**src/rtl/uart_rx_pkg.sv**
```systemverilog
// uart_rx_pkg: shared state encoding and oversampling constants for the UART receiver
package uart_rx_pkg;
  typedef enum logic [2:0] {IDLE, START, DATA, PARITY, STOP} state_e;
  localparam int OVERSAMPLE = 16;
  localparam logic [3:0] MID_TICK = 4'd7;
  localparam logic [3:0] LAST_TICK = 4'd15;
endpackage

```
**src/rtl/uart_rx_sync.sv**
```systemverilog
// uart_rx_sync: STAGES-deep synchronizer for an idle-high asynchronous line
module uart_rx_sync #(
  parameter int STAGES = 2
) (
  input  logic clk_in,
  input  logic rst,
  input  logic d_i,
  output logic q_o
);
  logic [STAGES-1:0] sync_q;
  always_ff @(posedge clk_in or posedge rst)
    if (rst) sync_q <= '1;
    else     sync_q <= {sync_q[STAGES-2:0], d_i};
  assign q_o = sync_q[STAGES-1];
endmodule

```
**src/rtl/uart_rx_frame.sv**
```systemverilog
// uart_rx_frame: 16x-oversampled UART receiver with valid/ack handshake.
// Optional parity stage and ports are enabled by defining UART_RX_PARITY_EN.
module uart_rx_frame
  import uart_rx_pkg::*;
#(
  parameter int DATA_BITS   = 8,
  parameter int SYNC_STAGES = 2
) (
  input  logic                 clk_in,
  input  logic                 rst,
  input  logic                 rx_clk,
  input  logic                 rx_serial,
  input  logic                 rx_ack,
`ifdef UART_RX_PARITY_EN
  input  logic                 parity_odd,
  output logic                 parity_err,
`endif
  output logic [DATA_BITS-1:0] rx_data,
  output logic                 rx_valid,
  output logic                 frame_err,
  output logic                 overrun,
  output logic                 busy
);
  localparam logic [2:0] LAST_BIT = 3'(DATA_BITS - 1);
  state_e                 state_q, state_d;
  logic [3:0]             os_cnt_q, os_cnt_d;
  logic [2:0]             bit_cnt_q, bit_cnt_d;
  logic [DATA_BITS-1:0]   shift_q, shift_d, rx_data_q, rx_data_d;
  logic                   rx_valid_q, rx_valid_d, frame_err_q, frame_err_d;
  logic                   overrun_q, overrun_d;
  logic                   rx_s, done, accept;
`ifdef UART_RX_PARITY_EN
  logic                   par_q, par_d, parity_err_q, parity_err_d;
`endif

  uart_rx_sync #(.STAGES(SYNC_STAGES)) u_sync (
    .clk_in(clk_in),
    .rst   (rst),
    .d_i   (rx_serial),
    .q_o   (rx_s)
  );

  always_comb begin
    state_d   = state_q;
    os_cnt_d  = os_cnt_q;
    bit_cnt_d = bit_cnt_q;
    shift_d   = shift_q;
`ifdef UART_RX_PARITY_EN
    par_d     = par_q;
`endif
    done      = 1'b0;
    if (rx_clk) begin
      case (state_q)
        IDLE: if (!rx_s) begin
          state_d  = START;
          os_cnt_d = '0;
        end
        START: if (os_cnt_q == MID_TICK) begin
          state_d   = rx_s ? IDLE : DATA;
          os_cnt_d  = '0;
          bit_cnt_d = '0;
        end else os_cnt_d = os_cnt_q + 4'd1;
        // Shifting in from the MSB leaves the first-received bit at the LSB.
        DATA: if (os_cnt_q == LAST_TICK) begin
          shift_d   = {rx_s, shift_q[DATA_BITS-1:1]};
          os_cnt_d  = '0;
          bit_cnt_d = bit_cnt_q + 3'd1;
`ifdef UART_RX_PARITY_EN
          if (bit_cnt_q == LAST_BIT) state_d = PARITY;
`else
          if (bit_cnt_q == LAST_BIT) state_d = STOP;
`endif
        end else os_cnt_d = os_cnt_q + 4'd1;
`ifdef UART_RX_PARITY_EN
        PARITY: if (os_cnt_q == LAST_TICK) begin
          par_d    = rx_s;
          os_cnt_d = '0;
          state_d  = STOP;
        end else os_cnt_d = os_cnt_q + 4'd1;
`endif
        STOP: if (os_cnt_q == LAST_TICK) begin
          done    = 1'b1;
          state_d = IDLE;
        end else os_cnt_d = os_cnt_q + 4'd1;
        default: state_d = IDLE;
      endcase
    end
  end

  // A completion coinciding with an ack is accepted rather than counted as overrun.
  assign accept      = done && (!rx_valid_q || rx_ack);
  assign rx_valid_d  = accept ? 1'b1 : (rx_ack ? 1'b0 : rx_valid_q);
  assign rx_data_d   = accept ? shift_q : rx_data_q;
  assign frame_err_d = accept ? ~rx_s : frame_err_q;
  assign overrun_d   = (done && !accept) ? 1'b1 : ((rx_ack && rx_valid_q) ? 1'b0 : overrun_q);
`ifdef UART_RX_PARITY_EN
  assign parity_err_d = accept ? (par_q ^ (^shift_q) ^ parity_odd) : parity_err_q;
`endif

  always_ff @(posedge clk_in or posedge rst) begin
    if (rst) begin
      state_q     <= IDLE;
      os_cnt_q    <= '0;
      bit_cnt_q   <= '0;
      shift_q     <= '0;
      rx_data_q   <= '0;
      rx_valid_q  <= 1'b0;
      frame_err_q <= 1'b0;
      overrun_q   <= 1'b0;
    end else begin
      state_q     <= state_d;
      os_cnt_q    <= os_cnt_d;
      bit_cnt_q   <= bit_cnt_d;
      shift_q     <= shift_d;
      rx_data_q   <= rx_data_d;
      rx_valid_q  <= rx_valid_d;
      frame_err_q <= frame_err_d;
      overrun_q   <= overrun_d;
    end
  end

`ifdef UART_RX_PARITY_EN
  always_ff @(posedge clk_in or posedge rst) begin
    if (rst) begin
      par_q        <= 1'b0;
      parity_err_q <= 1'b0;
    end else begin
      par_q        <= par_d;
      parity_err_q <= parity_err_d;
    end
  end
  assign parity_err = parity_err_q;
`endif

  assign rx_data   = rx_data_q;
  assign rx_valid  = rx_valid_q;
  assign frame_err = frame_err_q;
  assign overrun   = overrun_q;
  assign busy      = (state_q != IDLE);
endmodule

```
**config.mk**
```make
export PLATFORM = sky130hd
export DESIGN_NAME = uart_rx_frame
export DESIGN_NICKNAME = d
export VERILOG_FILES = /design/src/rtl/uart_rx_pkg.sv /design/src/rtl/uart_rx_sync.sv /design/src/rtl/uart_rx_frame.sv
export SDC_FILE = /design/constraint.sdc
export NUM_CORES = 1
export LEC_CHECK = 0
export ABC_AREA = 1
export CORE_UTILIZATION = 40
export CTS_BUF_LIST = sky130_fd_sc_hd__clkbuf_2 sky130_fd_sc_hd__clkbuf_4 sky130_fd_sc_hd__clkbuf_8
export DETAILED_ROUTE_END_ITERATION = 6
export PLACE_DENSITY = 0.57
export SYNTH_ARGS = -nofsm -noshare
export SYNTH_HDL_FRONTEND = slang
export SYNTH_SLANG_ARGS = --single-unit
```
**constraint.sdc**
```tcl
create_clock -name clk_in -period 4 [get_ports clk_in]
set_clock_uncertainty 0.1 [all_clocks]
set_input_delay 0.8 -clock clk_in [delete_from_list [all_inputs] [get_ports clk_in]]
set_output_delay 0.8 -clock clk_in [all_outputs]
set_load 0.005 [all_outputs]
```
# Word-level counts from Yosys, hierarchy flattened
# Cells that the tools add are included.
# word_totals
reg_bits	31
word_cells	62
output_inout_bits	12
in_bits	5
# classes
bitwise_logic	1
n_reduce_logical	16
eq_ne	12
mux	22
n_addsub	2
# op_table
cell	count
3-bit 2-to-1 mux	7
4-bit 2-to-1 mux	4
4-bit case mux with 4 select lines	1
2-bit inequality test, second input constant	6
3-bit case mux with 4 select lines	1
4-bit AND reduction	2
1-bit 2-to-1 mux	7
3-bit == test, second input constant	2
3-bit case mux with 2 select lines	1
6-bit AND reduction	1
2-bit nonzero test	3
4-bit by 1-bit adder with 4-bit output, second input constant	1
4-bit by 3-bit == test with 1-bit output, second input constant	1
4-bit == test, second input constant	1
4-bit nonzero test	1
3-bit by 1-bit adder with 3-bit output, second input constant	1
3-bit by 1-bit == test with 1-bit output, second input constant	1
3-bit by 2-bit == test with 1-bit output, second input constant	1
1-bit logical AND	3
3-bit logical NOT	1
3-bit AND reduction	1
3-bit nonzero test	1
1-bit logical NOT	2
2-bit 2-to-1 mux	1
other kinds (2)	2

# Logic depth before layout (Yosys ltp)
# logic_depth
word_depth	8
mapped_depth	9
mapped_depth_nobuf	8

# Hierarchy
# Synthesis repeated with hierarchy kept, for this count alone.
# hier_totals
cells_unflattened	169
hier_area_um2	1530.2
# by_module_without_submodules
mod	instances	seq_area_each_um2	area_each_um2	cells_per_inst
uart_rx_frame	1	725.7	1473.9	166
uart_rx_sync	1	52.6	56.3	3

# Worst setup path before layout
# Ideal clock, no wire load.
# synth_path
path_type	register -> output
from	register state_q[1]
to	output busy
required_ns	3.100
path_slack_ns	2.238
path_stages_with_launch	5
arrival_time_ns	0.862
path_cell_list	dfrtp_1 -> nor2_1 -> inv_1 -> nor2_1 -> inv_1
# synth_between
elab_chain_cells	1
# synth_rtl
item	line	text
start: declaration	uart_rx_frame.sv:25	state_e state_q, state_d;
start signal: assignment	uart_rx_frame.sv:111	state_q <= state_d;
3-bit nonzero test	uart_rx_frame.sv:139	assign busy = (state_q != IDLE);
end: declaration	uart_rx_frame.sv:22	output logic busy
# Every way passes these cells.

# Worst setup path in the final report
# Same ends and word-level chain as after synthesis.

==> metrics <==
Vias 1104; final global-route overflow total 0; Buf/Inv on CP 3; DRC errors left 0; drt total wl 2550 um; antenna cells 0; Tmin final 2.64 ns; number of buffers created by CTS 5; fin nets 195; Synth-to-Final Area Change 17.7%; DR vias/cell 4.72; # Max-Cap Violations 0; register area share after synthesis 53.1%; hpwl dp 1800 um; post-CTS setup buffers 0; total negative slack 0 ns; drt first pass iters 4; pin count of the biggest net entering global routing 32; row cnt 21; period utilisation layout 66.0%; critical path cell sequence nor2_1 > inv_1 > nor2_1 > inv_1 > clkdlybuf4s50_1; Synthesis Warnings 0; Adder-Cell Fraction of Synth Area 2.56%; initial antenna violation count 0; vias in the first global route 1104; Syn Inst Count 165; leakage power 0.000821 uW; initial core utilization 42.9%; Worst Path Arrival 1.74 ns; Post-CTS Hold Buffers 0; Compound-Gate Fraction of Synth Area 11.3%; Cell variety after synth 21; startpoint type of the worst setup path flop; Total GRT Usage 16.0%; clk root buf clkbuf_4; Final Setup Violations 0; Placer Congestion 0.791; crit end category primary output; post-DR wirelength/cell 10.9 um; Worst-Skew Late Latency 0.33 ns; Max VDD drop 0.238 mV; final hold vios 0; outcome finished, final reports clean; flops & latches, synth 31; Rel. slew slack 68.3%; Final ANT Viol Nets 0; Worst Tran Pin Value 0.475 ns; CTS H-tree depth 2; Ports 17; Cells after DPL 226; largest family of logic cells by synthesized area simple AND/OR/NAND/NOR gates; chip width 62.5 um; post-synthesis mux area share 0%; XOR/XNOR share of the synthesized area 1.19%; crit-path leading delay family buffers and inverters; Crit path largest cell delay 0.44 ns; Clock Tree Buf Depth 2; Resized Gates After CTS 0; Crit Path Class flop to primary output; f_max 0.379 GHz; Core ar. 0.00342 mm2; # clock sinks 31; Fin Hold WS 0.263 ns; crit-path max FO 4; Hold Path Class flop to flop; Mapped Area 0.00147 mm2; CTS tree yes; chip height 62.5 um; Die ar. 0.00391 mm2; top cell type's share of synthesized area 49.5%; final slew viol count 0; initial DRC count 31; Worst Path Required 3.10 ns; FF-to-FF setup slack 2.22 ns; cell taking the most area after synthesis dfrtp_1; CP max-delay cell clkdlybuf4s50_1; Mapped Nets 173; PD cells 449 mW/mm2; post-synthesis simple-gate area fraction 25.0%; Post-Layout Cell Count 234; RSZ-0062 raised after global routing false; first-pass GRT wire length 4790 um; top post-synthesis cells by area dfrtp_1, nand2_1, inv_1; Mean Syn Cell Area 8.89 um2; IO Port Bufs 16; clk slew on worst S/H paths 0.09 ns; share of cells above drive strength 1 13.8%
registers in the layout, summed over array words and instances (netlist names):
name           flops
overrun            1
rx_valid           1
state_q            3
shift_q            8
os_cnt_q           4
rx_data            8
u_sync.sync_q      2
bit_cnt_q          3
frame_err          1
cells in the mapped netlist, drive strengths merged:
cell type and instances:
o2bb2ai 1, ha 3, buf 2, o21ai 22, a31oi 1, xnor2 1
nor2 15, dfrtp 29, dfstp 2, xor2 1, nand3 17, or2 1
a21oi 2, inv 21, nand2 47
placed cells by master, fill, tap and decap left out:
master,count
dfstp_2,2
clkbuf_4,7
nand2_2,1
o21ai_0,14
a21oi_1,2
buf_4,1
nand3_2,1
dfrtp_1,29
nor2_1,13
clkinv_2,1
o2bb2ai_1,1
nor2_4,2
xnor2_1,1
a31oi_1,1
clkdlybuf4s50_1,16
ha_1,3
nand3_1,15
xor2_1,1
nand3_4,1
inv_1,21
nand2_1,45
o21ai_2,8
nand2_4,1
or2_2,1
cell families after synthesis:
family                     Yosys count
and+or+nand+nor                     80
DFF                                 31
AOI/OAI and AO/OA                   26
buffers and inverters               23
adders and majority gates            3
xor gates and xnor gates             2
stage by stage:
stage	setup slack [ns]	area (um2)	utilization [%]	total power, uW
2_1_floorplan	2.24	1470	-	532
3_5_place_dp	1.72	1670	48.9	595
3_3_place_gp	1.78	1670	48.9	593
4_1_cts	1.35	1730	50.5	783
6_report	1.36	1730	50.5	774
5_1_grt	1.22	1730	50.5	842
per-layer routing:
metal | global-route usage [%] | wire length, um | up-vias
met3 | 4.93 | 89 | 7
li1 | - | - | 569
met1 | 19.7 | 1220 | 513
met4 | 8.72 | 62 | 0
met2 | 25.0 | 1170 | 15
met5 | 0 | 0 | -
where the power goes:
part           total [uW]  switching [uW]  internal (uW)  leakage [uW]
clock network         185             103           81.9     0.0000361
logic                 215             132           83.1      0.000386
registers             374            31.1            343      0.000398
final cells by class:
class | instances | area (um2)
Clock buffer | 7 | 52.6
Timing Repair Buffer | 17 | 168
Inverter | 21 | 78.8
Tap cell | 46 | 57.6
Multi-Input combinational cell | 111 | 587
Sequential cell | 31 | 778
Fill cell | 350 | 1690
Clock inverter | 1 | 5.00
worst paths after layout:
check,cells after the start,from,endpoint
worst max register to register,5,os_cnt_q[0],shift_q[3]
worst min register to register,0,u_sync.sync_q[0],u_sync.sync_q[1]
min in group asynchronous,3,rst,os_cnt_q[1]
worst min-delay path,0,u_sync.sync_q[0],u_sync.sync_q[1]
max in group asynchronous,3,rst,u_sync.sync_q[1]
worst max-delay path,5,state_q[1],busy
Note: power is estimated with default switching activity, not from simulation.
==> RTL edit (config.mk and constraints unchanged) <==
Take the reset off `shift_q` and `rx_data_q` and load them in a clocked block of their own.
--- a/src/rtl/uart_rx_frame.sv
+++ b/src/rtl/uart_rx_frame.sv
@@ -102,8 +102,6 @@
       state_q     <= IDLE;
       os_cnt_q    <= '0;
       bit_cnt_q   <= '0;
-      shift_q     <= '0;
-      rx_data_q   <= '0;
       rx_valid_q  <= 1'b0;
       frame_err_q <= 1'b0;
       overrun_q   <= 1'b0;
@@ -111,12 +109,15 @@
       state_q     <= state_d;
       os_cnt_q    <= os_cnt_d;
       bit_cnt_q   <= bit_cnt_d;
-      shift_q     <= shift_d;
-      rx_data_q   <= rx_data_d;
       rx_valid_q  <= rx_valid_d;
       frame_err_q <= frame_err_d;
       overrun_q   <= overrun_d;
     end
+  end
+
+  always_ff @(posedge clk_in) begin
+    shift_q   <= shift_d;
+    rx_data_q <= rx_data_d;
   end
 
 `ifdef UART_RX_PARITY_EN
Function: same outputs for any inputs over 10 cycles, from zero or initial values and one cycle with rst high; that may be too few to reach the edited logic, so the function may still have changed.
==> RTL edit against the unedited design <==
  * Die area decreased by 7.0%
  * Synthesized area shrank 7.3%
  * Non-clock buffer count is 1 lower
  * Register-to-register slack worse by 90 ps
  * Sequential cell count is the same
  * Largest cell class unchanged
  * Power up 10%
  * Combinational power is 8% higher
  * Worst setup slack improved by 110 ps
  * Highest routed layer unchanged
  * Wire length decreased by 16%
  * Via count fell by 19%
  * Final area down 4.3%
  * Final cell count shrank 18%
  * Critical path type unchanged
==> RTL edit: results (changes against the unedited design) <==
Final layout
  – FF+latch area: 858 µm² (+10%)
  – Plain + repair buffers: 16 (-1)
  – Nets@finish: 154 (-21%)

Setup path
  – Worst EP arrival: 1630 ps (-110 ps)
  – FF-to-FF End: shift_q[0]

Synth
  – Post-synthesis compound-gate area fraction: 4.97% (-6.3 points)
  – Netlist cell types: 22 (+4.8%)
  – Fraction of registers with async set/reset: 48.4% (-52 points)
  – Post-Synth Adder-Cell Area: 2.76% (+0.20 points)
  – Synth top area cells: edfxtp_1 35%, dfrtp_1 24%, nand2_1 7.7%

Timing
  – Worst slack on hold paths: 265 ps (+2.53 ps)
  – Worst relative slew slack: 59.3% (-9.0 points)

Global route
  – Vias in the first global route: 827 (-25%)
  – GRT Total Usage: 14.5% (-1.5 points)
  – M1 GR Usage: 17.2% (-2.5 points)
  – Largest net degree at the start of global routing: 16 (-50%)

Power and ir drop
  – Peak supply drop: 0.291 mV (+22%)

Routing
  – Initial drt markers: 27 (-13%)
  – Avg WL per Cell: 11.2 µm (+3.4%)
  – Via/cell ratio: 4.70 (-0.46%)

Placed design
  – Routability Congestion: 0.864 (+9.2%)
  – Hpwl dp: 1.57 mm (-13%)
  – Setup WS pre-CTS: 1600 ps (-124 ps)

Status
  – Status: complete, no violations

Floorplan
  – TAP cells: 44 (-4.3%)
-- RTL edit: changes by cell type after synthesis, sizes merged, moves of 2 or more --
cell / unedited run / this run
nor2: 15 / 11
nand2: 47 / 33
dfrtp: 29 / 13
o21ai: 22 / 8
nand3: 17 / 15
inv: 21 / 15
buf: 2 / 0
edfxtp: 0 / 16
-- RTL edit: through the flow --
stage	cells	total power, mW
2_1_floorplan	123	0.572
5_1_grt	191	0.912
6_report	191	0.854
4_1_cts	191	0.866
3_5_place_dp	183	0.629
3_3_place_gp	183	0.629
-- RTL edit: power breakdown --
part / switching [mW] / total [mW] / internal [mW] / leakage [nW]
combinational: 0.140 / 0.232 / 0.0924 / 0.304
clock: 0.103 / 0.231 / 0.128 / 0.0426
sequential: 0.0319 / 0.391 / 0.359 / 0.342
total: 0.274 / 0.854 / 0.580 / 0.688
